<file path="config.mk">
export PLATFORM = sky130hd
export DESIGN_NAME = stream_narrow
export DESIGN_NICKNAME = d
export VERILOG_FILES = /design/src/rtl/stream_narrow_pkg.sv /design/src/rtl/stream_narrow_lastidx.sv /design/src/rtl/stream_narrow.sv
export SDC_FILE = /design/constraint.sdc
export NUM_CORES = 1
export LEC_CHECK = 0
export BUFFER_PORTS_ARGS = -buffer_cell sky130_fd_sc_hd__buf_2
export CORE_MARGIN = 2
export CORE_UTILIZATION = 48
export CTS_CLUSTER_DIAMETER = 150
export CTS_CLUSTER_SIZE = 10
export DETAILED_ROUTE_END_ITERATION = 7
export GPL_TIMING_DRIVEN = 0
export PLACE_DENSITY = 0.76
export RECOVER_POWER = 100
export SETUP_SLACK_MARGIN = 0.15
export SYNTH_ARGS = -nofsm -noshare
export SYNTH_HDL_FRONTEND = slang
export SYNTH_HIERARCHICAL = 1
export SYNTH_SLANG_ARGS = --single-unit
</file>
<file path="constraint.sdc">
create_clock -name clk -period 2.3 [get_ports clk]
set_input_delay 0.115 -clock clk [delete_from_list [all_inputs] [get_ports clk]]
set_output_delay 0.115 -clock clk [all_outputs]
set_load 0.01 [all_outputs]
</file>
<file path="src/rtl/stream_narrow_pkg.sv">
// Shared sizing helpers and the narrow-beat record for stream_narrow.
package stream_narrow_pkg;

    function automatic int out_bytes(input int in_bytes, input int ratio);
        return in_bytes / ratio;
    endfunction

    // Chunk index width; never below one bit so RATIO==1 still has an index.
    function automatic int idx_width(input int ratio);
        return (ratio <= 1) ? 1 : $clog2(ratio);
    endfunction

    localparam int DEF_IN_BYTES   = 8;
    localparam int DEF_RATIO      = 4;
    localparam int DEF_DEST_WIDTH = 4;
    localparam int DEF_OUT_BYTES  = out_bytes(DEF_IN_BYTES, DEF_RATIO);

    typedef struct packed {
        logic [8*DEF_OUT_BYTES-1:0] data;
        logic [DEF_OUT_BYTES-1:0]   keep;
        logic [DEF_DEST_WIDTH-1:0]  dest;
        logic                       last;
    } chunk_t;

endpackage

</file>
<file path="src/rtl/stream_narrow_lastidx.sv">
// Highest non-empty chunk finder over a wide TKEEP; all-zero keep maps to chunk 0.
module stream_narrow_lastidx
    import stream_narrow_pkg::*;
#(
    parameter int IN_BYTES = 8,
    parameter int RATIO    = 4
) (
    input  logic [IN_BYTES-1:0]         keep_i,
    output logic [idx_width(RATIO)-1:0] last_idx_o
);
    localparam int OB = out_bytes(IN_BYTES, RATIO);
    localparam int IW = idx_width(RATIO);

    logic [RATIO-1:0][OB-1:0] chunks;
    assign chunks = keep_i;

    always_comb begin
        last_idx_o = '0;
        for (int i = 0; i < RATIO; i++) begin
            if (|chunks[i]) last_idx_o = IW'(i);
        end
    end
endmodule

</file>
<file path="src/rtl/stream_narrow.sv">
// Wide-to-narrow AXI-Stream converter, lowest bytes first, one wide beat of storage.
// Optional STREAM_NARROW_SKIP_EMPTY_EN drops trailing all-zero-keep chunks.
module stream_narrow
    import stream_narrow_pkg::*;
#(
    parameter int IN_BYTES   = 8,
    parameter int RATIO      = 4,
    parameter int DEST_WIDTH = 4
) (
    input  logic                               clk,
    input  logic                               rst,
    input  logic [8*IN_BYTES-1:0]              in_TDATA,
    input  logic [IN_BYTES-1:0]                in_TKEEP,
    input  logic [DEST_WIDTH-1:0]              in_TDEST,
    input  logic                               in_TLAST,
    input  logic                               in_TVALID,
    output logic                               in_TREADY,
    output logic [8*out_bytes(IN_BYTES,RATIO)-1:0] out_TDATA,
    output logic [out_bytes(IN_BYTES,RATIO)-1:0]   out_TKEEP,
    output logic [DEST_WIDTH-1:0]              out_TDEST,
    output logic                               out_TLAST,
    output logic                               out_TVALID,
    input  logic                               out_TREADY
);
    localparam int OB = out_bytes(IN_BYTES, RATIO);
    localparam int CW = 8 * OB;
    localparam int IW = idx_width(RATIO);

    typedef struct packed {
        logic [8*IN_BYTES-1:0] data;
        logic [IN_BYTES-1:0]   keep;
        logic [DEST_WIDTH-1:0] dest;
        logic                  last;
    } hold_t;

    hold_t          hold_q, hold_d;
    logic           full_q, full_d;
    logic [IW-1:0]  idx_q, idx_d;
    logic [IW-1:0]  last_idx_q, last_idx_d;
    logic [IW-1:0]  load_last_idx;

    logic [RATIO-1:0][CW-1:0] data_chunks;
    logic [RATIO-1:0][OB-1:0] keep_chunks;
    logic at_last, out_acc, retire, in_acc;

`ifdef STREAM_NARROW_SKIP_EMPTY_EN
    stream_narrow_lastidx #(
        .IN_BYTES (IN_BYTES),
        .RATIO    (RATIO)
    ) u_lastidx (
        .keep_i     (in_TKEEP),
        .last_idx_o (load_last_idx)
    );
`else
    assign load_last_idx = IW'(RATIO - 1);
`endif

    assign data_chunks = hold_q.data;
    assign keep_chunks = hold_q.keep;

    assign at_last = (idx_q == last_idx_q);
    assign out_acc = full_q && out_TREADY;
    assign retire  = out_acc && at_last;
    // Retiring the final chunk frees the holder in the same cycle, so a new beat loads without a bubble.
    assign in_TREADY = !rst && (!full_q || retire);
    assign in_acc    = in_TVALID && in_TREADY;

    assign out_TVALID = full_q;
    assign out_TDATA  = data_chunks[idx_q];
    assign out_TKEEP  = keep_chunks[idx_q];
    assign out_TDEST  = hold_q.dest;
    assign out_TLAST  = hold_q.last && at_last;

    always_comb begin
        hold_d     = hold_q;
        full_d     = full_q;
        idx_d      = idx_q;
        last_idx_d = last_idx_q;
        if (out_acc) begin
            if (!at_last) idx_d = idx_q + 1'b1;
            else          full_d = 1'b0;
        end
        if (in_acc) begin
            hold_d.data = in_TDATA;
            hold_d.keep = in_TKEEP;
            hold_d.dest = in_TDEST;
            hold_d.last = in_TLAST;
            full_d      = 1'b1;
            idx_d       = '0;
            last_idx_d  = load_last_idx;
        end
    end

    always_ff @(posedge clk) begin
        if (rst) begin
            hold_q     <= '0;
            full_q     <= 1'b0;
            idx_q      <= '0;
            last_idx_q <= IW'(RATIO - 1);
        end else begin
            hold_q     <= hold_d;
            full_q     <= full_d;
            idx_q      <= idx_d;
            last_idx_q <= last_idx_d;
        end
    end
endmodule

</file>
==> reports/results.tsv <==
stage	metric	value	unit
yosys	post-synthesis instance total	289	
yosys	syn avg cell area	12.41	um2
timing	slew of the pin with the lowest slew margin	636.4	ps
drt	Pre-Repair DR Iteration Count	4	
clock_tree	number of H-tree levels	3	
timing	headroom to the max-slew limit	57.57	%
place	final RePlAce weighted congestion	0.7776	
global_routing	antenna violations before repair	0	
place	I/O Buffers	104	
drt	Initial DRC Count	81	
run	Max-cap violations	0	
drt	Antenna Nets Post-Route	0	
global_routing	largest net degree at the start of global routing	20	
place	instance area after placement	4232	um2
power	power density over the cells	600.0	nW/um2
yosys	post-synthesis sequential area ratio	44.65	%
timing	Post-Route Skew	9.988	ps
place	placed cells	492	
worst_setup_path	Worst Setup Start Kind	register	
die	number of placement rows	31	
yosys	synthesis warning total	6	
min_path	instance count along the most critical hold path	3	
die	vertical die dimension	90.45	um
clock_tree	buffer depth of the longest clock path	2	
yosys	Syn Nets	371	
min_path	min-delay worst type	in -> reg	
global_routing	peak-usage layer in the global routing report	met2	
timing	clock period minus final worst setup slack	2036	ps
drt	post-detailed-routing wire length	9294	um
power	reported leakage power	2.218	nW
finish	layout cell share with drive strength beyond 1	41.94	%
finish	final standard cell count with taps included and fillers excluded	583	
yosys	Yosys cell types	18	
drt	DRC	0	
die	Die Area	8181	um2
global_routing	met1 global-route usage	25.55	%
finish	commonest cells after routing, fill and taps aside	84 x buf_2, 80 x dfxtp_1, 77 x nor2b_1	
clock_tree	clock slew at reported path FFs	80	ps
global_routing	wire length of the first global-routing pass	14550	um
status	status	finished, violations left	
finish	most common library cell in the layout ignoring fill and taps	buf_2	
worst_setup_path	Critical Setup Path Class	reg -> out	
timing	total count of max-transition violations in the final report	0	
timing	final critical-path share of the clock period	88.52	%
timing	Final setup violation count	0	
die	I/O pin cnt	106	
global_routing	leftover overflow at the end of global routing	0	
global_routing	total global-route track usage	22.97	%
drt	routed vias	2868	
timing	Fmax achieved	491.2	MHz
yosys	post-synth design cell area	3587	um2
finish	Final Cell Area	5156	um2
global_routing	number of global-route vias before repair	3058	
worst_setup_path	number of cells traversed by the worst register-to-register path	6	
place	final HPWL from detailed placement	5745	um
clock_tree	number of buffers created by CTS	9	
worst_setup_path	CP Data Arrival Time	1920	ps
worst_setup_path	required time at the endpoint of the critical path	2180	ps
drt	average via count per standard cell	4.919	
timing	RSZ-0062 raised after global routing	false	
worst_setup_path	critical path peak fanout	10	
worst_setup_path	type of element capturing the critical path	primary output	
global_routing	met3 capacity usage during global routing	3.005	%
clock_tree	CTS Root Buffer Type	clkbuf_8	
die	Die Span X	90.45	um
status	failing checks	negative hold slack	
timing	Final Hold Vio Count	1	
timing	Total Neg Setup Slack	0	ps
die	initial core utilization	49.46	%
die	area of the placeable core	7253	um2
power	total power of the final layout	3.094	mW
timing	worst hold slack across all endpoints	-2.228	ps
yosys	number of synthesized register bits	80	
drt	post-DR wirelength/cell	15.94	um
finish	number of nets in the layout	561	
clock_tree	number of sinks handled by clock tree synthesis	80	
finish	fillcell total	552	
finish	Area growth, synth to finish	43.74	%
global_routing	met2 global-route usage	42.54	%
clock_tree	TritonCTS clock tree	done	
power	Max VDD drop	0.0003349	V
clock_tree	clock insertion delay at the later pin of the skew report	360	ps
finish	total inserted antenna cells	0	
==> path summary, 6_finish.rpt <==
kind	endpoint	slack, ps	startpoint
worst min-delay path	out_TVALID	-2	in_TVALID
worst max register to register	data_chunks[34]	290	idx_q[0]
worst max-delay path	out_TDATA[7]	260	idx_q[0]
worst min register to register	data_chunks[35]	590	data_chunks[35]
==> report_power, final <==
| part | total [mW] | switching [mW] | internal (mW) |
|---|---|---|---|
| clock | 1.04 | 0.536 | 0.501 |
| sequential | 1.53 | 0.0427 | 1.48 |
| combinational | 0.531 | 0.199 | 0.332 |
==> critical path, cell delays in order, from the launching register on <==
cell and delay, ps:
dfxtp_1 340, buf_4 250, buf_4 280, mux4_2 520, clkbuf_1 180
==> routing by layer <==
layer  share of wire, %  routed length (um)
met1                 42                3858
met2                 52                4818
met3                3.5                 322
met4                3.2                 295
met5                  0                   0
==> stage by stage <==
stage                     util [%]  worst slack [ps]
after detailed placement     58.34             462.0
after global routing         71.09             150.6
after global placement       58.34             491.0
after CTS                    71.50             229.8
final                        71.09             264.1
after floorplan                  -             725.1
==> sequential cells by signal, indices dropped and copies added, names as in the netlist <==
register / cells
idx_q: 2
data_chunks: 64
hold_q: 1
keep_chunks: 8
out_TVALID: 1
out_TDEST: 4
==> cell usage after synthesis <==
master | number | area share, %
dfxtp_1 | 80 | 45
nor2b_1 | 77 | 13
mux2_2 | 69 | 22
mux4_2 | 18 | 11
buf_2 | 9 | 1.3
clkbuf_1 | 9 | 0.94
mux2_1 | 8 | 2.5
buf_4 | 6 | 1.3
nor2_1 | 3 | 0.31
nor3_1 | 2 | 0.28
a21boi_2 | 1 | 0.31
and2_1 | 1 | 0.17
buf_6 | 1 | 0.31
ha_1 | 1 | 0.35
mux2i_1 | 1 | 0.28
nand3b_1 | 1 | 0.21
nor3b_4 | 1 | 0.52
xor2_1 | 1 | 0.24
==> what timing repair did <==
item                       in CTS  in global routing
buffers inserted                0                  0
hold endpoints to repair       76                  0
hold buffers                   76                  0
resized for setup               1                  0
setup endpoints to repair       9                  0
==> kinds of logic after synthesis <==
logic type	synth area share, %
multiplexers	35.75
AND/OR/NAND/NOR	14.93
flip-flops	44.65
buffers and inverters	3.767
AO/OA/AOI/OAI	0.3139
XOR/XNOR	0.2442
adder cells (fa/ha/maj)	0.3487
==> area by class of cell <==
| cell class | count | area [um2] | share of cell area, % |
|---|---|---|---|
| clock buffer | 9 | 123.9 | 2.402 |
| clock inverter | 7 | 71.32 | 1.383 |
| tap | 99 | 123.9 | 2.402 |
| sequential | 80 | 1602 | 31.06 |
| buffer | 24 | 133.9 | 2.596 |
| timing repair buffer | 180 | 1255 | 24.34 |
| multi-input combinational | 184 | 1847 | 35.82 |
Note: power is estimated with default switching activity, not from simulation.
